==> src/rtl/id_ex_reg.sv <==
`default_nettype none
// ============================================================================
// Module   : id_ex_reg
// Purpose  : ID/EX pipeline register for the 5-stage core. Captures decoded
//            operands, register indices and control from ID every cycle,
//            supports freeze (hold) and flush (bubble insertion), detects
//            load-use hazards combinationally and counts freeze cycles in a
//            saturating performance counter.
// Ports    : clk, rst                 - clock, synchronous active-high reset
//            freeze, flush            - hold / bubble-insert controls
//            id_*                     - decoded instruction from ID
//            ex_*                     - registered copies presented to EX
//            load_use_hazard          - ID must stall (combinational)
//            stall_count              - saturating count of freeze cycles
// Revision : 1.0 - initial release
// ============================================================================
module id_ex_reg #(
  parameter int DATA_W = 32,
  parameter int REG_W  = 5,
  parameter int CMD_W  = 4,
  parameter int CNT_W  = 16
) (
  input  logic              clk,
  input  logic              rst,
  input  logic              freeze,
  input  logic              flush,
  input  logic              id_valid,
  input  logic [DATA_W-1:0] id_pc,
  input  logic [DATA_W-1:0] id_val1,
  input  logic [DATA_W-1:0] id_val2,
  input  logic [REG_W-1:0]  id_src1,
  input  logic [REG_W-1:0]  id_src2,
  input  logic              id_two_src,
  input  logic [REG_W-1:0]  id_dest,
  input  logic [CMD_W-1:0]  id_exe_cmd,
  input  logic              id_imm,
  input  logic              id_mem_read,
  input  logic              id_mem_write,
  input  logic              id_wb_en,
  input  logic              id_branch,
  output logic              ex_valid,
  output logic [DATA_W-1:0] ex_pc,
  output logic [DATA_W-1:0] ex_val1,
  output logic [DATA_W-1:0] ex_val2,
  output logic [REG_W-1:0]  ex_src1,
  output logic [REG_W-1:0]  ex_src2,
  output logic [REG_W-1:0]  ex_dest,
  output logic [CMD_W-1:0]  ex_exe_cmd,
  output logic              ex_imm,
  output logic              ex_mem_read,
  output logic              ex_mem_write,
  output logic              ex_wb_en,
  output logic              ex_branch,
  output logic              load_use_hazard,
  output logic [CNT_W-1:0]  stall_count
);

  localparam logic [CNT_W-1:0] c_cnt_max = {CNT_W{1'b1}};

  // Registered state
  logic              valid_q,     valid_d;
  logic [DATA_W-1:0] pc_q,        pc_d;
  logic [DATA_W-1:0] val1_q,      val1_d;
  logic [DATA_W-1:0] val2_q,      val2_d;
  logic [REG_W-1:0]  src1_q,      src1_d;
  logic [REG_W-1:0]  src2_q,      src2_d;
  logic [REG_W-1:0]  dest_q,      dest_d;
  logic [CMD_W-1:0]  exe_cmd_q,   exe_cmd_d;
  logic              imm_q,       imm_d;
  logic              mem_read_q,  mem_read_d;
  logic              mem_write_q, mem_write_d;
  logic              wb_en_q,     wb_en_d;
  logic              branch_q,    branch_d;
  logic [CNT_W-1:0]  stall_cnt_q, stall_cnt_d;

  // Next-state selection: flush > freeze > load (rst handled in the flop).
  always_comb begin
    valid_d     = valid_q;
    pc_d        = pc_q;
    val1_d      = val1_q;
    val2_d      = val2_q;
    src1_d      = src1_q;
    src2_d      = src2_q;
    dest_d      = dest_q;
    exe_cmd_d   = exe_cmd_q;
    imm_d       = imm_q;
    mem_read_d  = mem_read_q;
    mem_write_d = mem_write_q;
    wb_en_d     = wb_en_q;
    branch_d    = branch_q;

    if (flush) begin
      // Bubble: everything zero, even when freeze is also asserted.
      valid_d     = 1'b0;
      pc_d        = '0;
      val1_d      = '0;
      val2_d      = '0;
      src1_d      = '0;
      src2_d      = '0;
      dest_d      = '0;
      exe_cmd_d   = '0;
      imm_d       = 1'b0;
      mem_read_d  = 1'b0;
      mem_write_d = 1'b0;
      wb_en_d     = 1'b0;
      branch_d    = 1'b0;
    end else if (!freeze) begin
      // Data fields are captured unconditionally; only the side-effecting
      // control bits are qualified by id_valid, so an invalid ID slot
      // becomes a bubble that never writes, stores or branches.
      valid_d     = id_valid;
      pc_d        = id_pc;
      val1_d      = id_val1;
      val2_d      = id_val2;
      src1_d      = id_src1;
      src2_d      = id_src2;
      dest_d      = id_dest;
      exe_cmd_d   = id_exe_cmd;
      imm_d       = id_imm;
      mem_read_d  = id_mem_read  & id_valid;
      mem_write_d = id_mem_write & id_valid;
      wb_en_d     = id_wb_en     & id_valid;
      branch_d    = id_branch    & id_valid;
    end
  end

  // Freeze cycles are counted even when a flush overrides the hold.
  always_comb begin
    stall_cnt_d = stall_cnt_q;
    if (freeze && (stall_cnt_q != c_cnt_max)) begin
      stall_cnt_d = stall_cnt_q + 1'b1;
    end
  end

  always_ff @(posedge clk) begin
    if (rst) begin
      valid_q     <= 1'b0;
      pc_q        <= '0;
      val1_q      <= '0;
      val2_q      <= '0;
      src1_q      <= '0;
      src2_q      <= '0;
      dest_q      <= '0;
      exe_cmd_q   <= '0;
      imm_q       <= 1'b0;
      mem_read_q  <= 1'b0;
      mem_write_q <= 1'b0;
      wb_en_q     <= 1'b0;
      branch_q    <= 1'b0;
      stall_cnt_q <= '0;
    end else begin
      valid_q     <= valid_d;
      pc_q        <= pc_d;
      val1_q      <= val1_d;
      val2_q      <= val2_d;
      src1_q      <= src1_d;
      src2_q      <= src2_d;
      dest_q      <= dest_d;
      exe_cmd_q   <= exe_cmd_d;
      imm_q       <= imm_d;
      mem_read_q  <= mem_read_d;
      mem_write_q <= mem_write_d;
      wb_en_q     <= wb_en_d;
      branch_q    <= branch_d;
      stall_cnt_q <= stall_cnt_d;
    end
  end

  // A load in EX whose destination feeds an ID source cannot be forwarded in
  // time. Register 0 is deliberately not special-cased.
  always_comb begin
    load_use_hazard = valid_q & mem_read_q & wb_en_q & id_valid &
                      ((id_src1 == dest_q) |
                       (id_two_src & (id_src2 == dest_q)));
  end

  assign ex_valid     = valid_q;
  assign ex_pc        = pc_q;
  assign ex_val1      = val1_q;
  assign ex_val2      = val2_q;
  assign ex_src1      = src1_q;
  assign ex_src2      = src2_q;
  assign ex_dest      = dest_q;
  assign ex_exe_cmd   = exe_cmd_q;
  assign ex_imm       = imm_q;
  assign ex_mem_read  = mem_read_q;
  assign ex_mem_write = mem_write_q;
  assign ex_wb_en     = wb_en_q;
  assign ex_branch    = branch_q;
  assign stall_count  = stall_cnt_q;

endmodule
`default_nettype wire

==> config.mk <==
export PLATFORM = sky130hd
export DESIGN_NAME = id_ex_reg
export DESIGN_NICKNAME = d
export VERILOG_FILES = /design/src/rtl/id_ex_reg.sv
export SDC_FILE = /design/constraint.sdc
export NUM_CORES = 1
export LEC_CHECK = 0
export CORE_MARGIN = 4
export CORE_UTILIZATION = 30
export DETAILED_ROUTE_END_ITERATION = 10
export GPL_ROUTABILITY_DRIVEN = 0
export GPL_TIMING_DRIVEN = 0
export MAX_ROUTING_LAYER = met4
export SKIP_LAST_GASP = 1
export SYNTH_ARGS = -nofsm -noshare
export SYNTH_HDL_FRONTEND = slang
export SYNTH_SLANG_ARGS = --single-unit
==> constraint.sdc <==
create_clock -name clk -period 4.3 [get_ports clk]
set_input_delay 0.86 -clock clk [delete_from_list [all_inputs] [get_ports clk]]
set_output_delay 0.86 -clock clk [all_outputs]
set_load 0.02 [all_outputs]
==> flow_metrics.tcl, run 1 <==
set metrics [dict create \
    ir_drop_v 0.0002570 \
    syn-instance-count 504 \
    finClkSkew_ns 0.004044 \
    routedLengthMet1_mm 6.906 \
    drt_iter0_markers 119 \
    wire_per_inst_um 16.56 \
    max_stage_delay_ns 0.63 \
    crit_chain "clkdlybuf4s50_1 > xor2_1 > nor4_1 > nand3_1 > a21oi_1 > clkdlybuf4s50_1" \
    clkPwrFrac_pct 46.3 \
    cpMostUsedCell "clkdlybuf4s50_1" \
    grt-ovfl-total 0 \
    final_core_util_pct 51.93 \
    synth.most_common_cell "dfxtp_1" \
    synth-simple-area-share_pct 15.66 \
    tightest_slew_ns 0.6762 \
    cp.arrival_ns 2.71 \
    fp.dieArea_um2 19530 \
    setup.worst_path.class "in2out" \
    cts_sinks 137 \
    diodes 0 \
    drive_gt1_share_pct 6.884 \
    cts.hold.buffers_added 0 \
    cpLargestDelayFamily "buffers and inverters" \
    fin_crit_ns 3.566 \
    grt_usage_pct 17.66 \
    cpMaxStageDelayCell "clkdlybuf4s50_1" \
    cts_resized 0 \
    die_x_um 139.8 \
    synth_compound_area_share_pct 3.507 \
    synth_cell_type_count 41 \
    vias 4634 \
    wl_met3_mm 1.127 \
    synth_fa_ha_area_share_pct 0.2402 \
    swShare_pct 23.05 \
    cts_buffer_depth 2 \
    synth-edff-count 0 \
    synth-seq-area-share_pct 52.65 \
    status "completed" \
    cp-end-kind "primary output" \
    final_max_slew_viol_count 0 \
    drc 0 \
    clock_latency_ns 0.41 \
    p_int_uw 2487 \
    finalSetupViolations 0 \
    p_leak_uw 0.003512 \
    hold_viol 0 \
    postRouteAntennaNets 0 \
    power_switching_uw 745.0 \
    worstHoldPathType "reg2reg" \
    cp.required_ns 3.44 \
    grt_pass1_vias 4902 \
    top_layer "met4" \
    powerDensity_nw_per_um2 370.0 \
    yosys.area.top_type "dfxtp_1" \
    die-height_um 139.8 \
    synth_nets 631 \
    ys_ff_latch 137 \
    worst-path-buf-inv 2 \
    h-tree-depth 4 \
    grt_max_degree 17 \
    port_buffers 263 \
    via_per_inst 4.548 \
    coreArea_um2 16820 \
    cts_tree "yes" \
    power_frac_comb_pct 12.4 \
    tns_ns 0 \
    synth_top_cell_area_share_pct 52.65 \
    antenna_found_initial 0 \
    grt_pass1_wl_mm 26.48 \
    synth_top_family_by_area "multiplexers" \
    first_pass_iters 4 \
    p_seq_share_pct 41.2 \
    post-dp-hpwl_mm 13.23 \
    clkTransAtPathRegs_ns 0.06 \
    rsz0062_at_grt "false" \
    synth_xor_area_share_pct 1.850 \
    start_util_pct 30.97 \
    yosys_warnings 0 \
    synthTopCellsByCount "137 x dfxtp_1, 131 x nor2_1, 118 x mux2i_1, 15 x clkbuf_1, 13 x buf_2" \
    period_share_pct 82.94 \
    wirelength_mm 16.88 \
    syn_area_um2 5209 \
    nets 913 \
    fmax_mhz 280.4 \
    crit_path_max_fanout 2 \
    slew_headroom_pct 54.92 \
    synth_area_leaders "dfxtp_1 53%, mux2i_1 23%, nor2_1 9.4%" \
    cts_setup_buffers 0 \
    syn_area_per_cell_um2 10.33 \
    num_rows 47 \
    critPathLaunchType "input port" \
    io-pin-count 264 \
    synthFlopType "dfxtp_1" \
    cts_root_buffer "clkbuf_16" \
    synth-async-reset-ratio_pct 0 \
    met2_length_mm 8.612 \
    maxCapViolations 0 \
    synth_mux_area_share_pct 23.40 \
    area_delta_synth_final_pct 67.69 \
    cts_buffers 17 \
]
-- worst paths after layout --
check / from / endpoint / slack, ns / cells past startpoint
setup / recovery: id_src2[4] / load_use_hazard / 0.73 / 6
hold / removal: ex_pc[24] / ex_pc[24] / 0.49 / 2
setup reg to reg: stall_count[0] / stall_count[14] / 2.45 / 5
hold reg to reg: ex_pc[24] / ex_pc[24] / 0.49 / 2
-- metrics by stage --
stage / std cells / hold slack, ns / worst slack, ns / cell area [µm²] / total power [µW]
3_3_place_gp: 987 / 0.4729 / 0.6608 / 8117 / 1758
2_1_floorplan: 504 / 0.5802 / 1.715 / 5209 / 1535
6_report: 1019 / 0.4938 / 0.7336 / 8735 / 3232
5_1_grt: 1019 / 0.5306 / 0.6617 / 8735 / 3364
3_5_place_dp: 987 / 0.4861 / 0.7308 / 8117 / 1767
4_1_cts: 1019 / 0.4996 / 0.7187 / 8735 / 3283
-- power by group through the flow --
| stage | registers, µW | clock network (µW) | logic (µW) |
|---|---|---|---|
| floorplan | 1400 | 0 | 132 |
| global placement | 1360 | 0 | 400 |
| detailed placement | 1360 | 0 | 406 |
| CTS | 1330 | 1540 | 409 |
| global route | 1340 | 1590 | 432 |
| finish | 1330 | 1500 | 402 |
-- per-layer routing --
metal	track usage (%)	vias up
li1	-	2291
met1	19.41	2157
met2	30.56	167
met3	5.489	19
met4	5.558	0
met5	-	-
-- cell type report --
type                            instances  area [µm²]
Multi-Input combinational cell        334        2326
Clock inverter                          9       110.1
Tap cell                              220       275.3
Inverter                                3       11.26
Clock buffer                           23       508.0
Buffer                                 30       128.9
Timing Repair Buffer                  263        2633
Sequential cell                       137        2743
Fill cell                            1535        8084
-- layout by cell type, fill, tap and decap left out, types with 2 or more instances in the layout --
cell type        instances
clkdlybuf4s50_1        263
dfxtp_1                137
nor2_1                 131
mux2i_1                118
clkbuf_16               17
clkbuf_1                15
buf_2                   13
a21oi_1                  9
xor2_1                   8
nand3_1                  6
clkbuf_8                 6
nor3_1                   4
nand4_1                  4
o31ai_1                  4
or4_1                    4
nor2b_1                  4
a22oi_1                  4
xnor2_1                  3
nor4_1                   3
inv_1                    3
and4_1                   3
clkinvlp_4               3
buf_1                    2
nor4_2                   2
a211oi_1                 2
o21ai_0                  2
nand2_1                  2
or3_1                    2
mux2_1                   2
nand2b_1                 2
bufinv_16                2
clkinv_2                 2
inv_6                    2
-- registers in the layout, summed over array words and instances (netlist names) --
| register | flops |
|---|---|
| ex_val2 | 32 |
| ex_imm | 1 |
| ex_mem_write | 1 |
| ex_dest | 5 |
| ex_mem_read | 1 |
| ex_wb_en | 1 |
| ex_valid | 1 |
| ex_val1 | 32 |
| ex_src1 | 5 |
| ex_exe_cmd | 4 |
| ex_branch | 1 |
| stall_count | 16 |
| ex_src2 | 5 |
| ex_pc | 32 |
-- cell families (layout without fill, tap and decap cells) --
logic type,after synthesis,count (layout)
flip-flops,137,137
AO/OA/AOI/OAI,26,26
adder cells (fa/ha/maj),1,1
AND/OR/NAND/NOR,175,175
buffers and inverters,33,328
multiplexers,121,121
XOR/XNOR,11,11
-- worst reg2reg max path, cell delays in order, from the launching register on --
cell and delay, ns:
dfxtp_1 0.44, ha_1 0.29, nand3_1 0.22, nor4_2 0.46, a31oi_1 0.14, a211oi_1 0.21
Power figures use the tool's default switching activity.
==> run 2: changes to the inputs <==
- clock period: 4.3 -> 3.4 ns (I/O delays scaled with it)
==> results of run 2 <==
Same layout as run 1 (identical final DEF). Status: completed.
Main changes from that run: setup slack after placement 0.7308 ns -> 0.1908 ns; setup slack after layout 0.7336 ns -> 0.1936 ns; register-to-register setup slack 2.45 ns -> 1.55 ns; total power 3232 µW -> 4088 µW; worst IR drop on VDD 0.0002570 V -> 0.0003250 V
==> run 3: changes to the inputs <==
- GPL_ROUTABILITY_DRIVEN: 0 -> default
==> results of run 3 <==
Same layout as run 1 (identical final DEF). Status: completed.
Main changes from that run: setup slack after placement 0.7308 ns -> 0.1908 ns; setup slack after layout 0.7336 ns -> 0.1936 ns; register-to-register setup slack 2.45 ns -> 1.55 ns; total power 3232 µW -> 4088 µW; worst IR drop on VDD 0.0002570 V -> 0.0003250 V
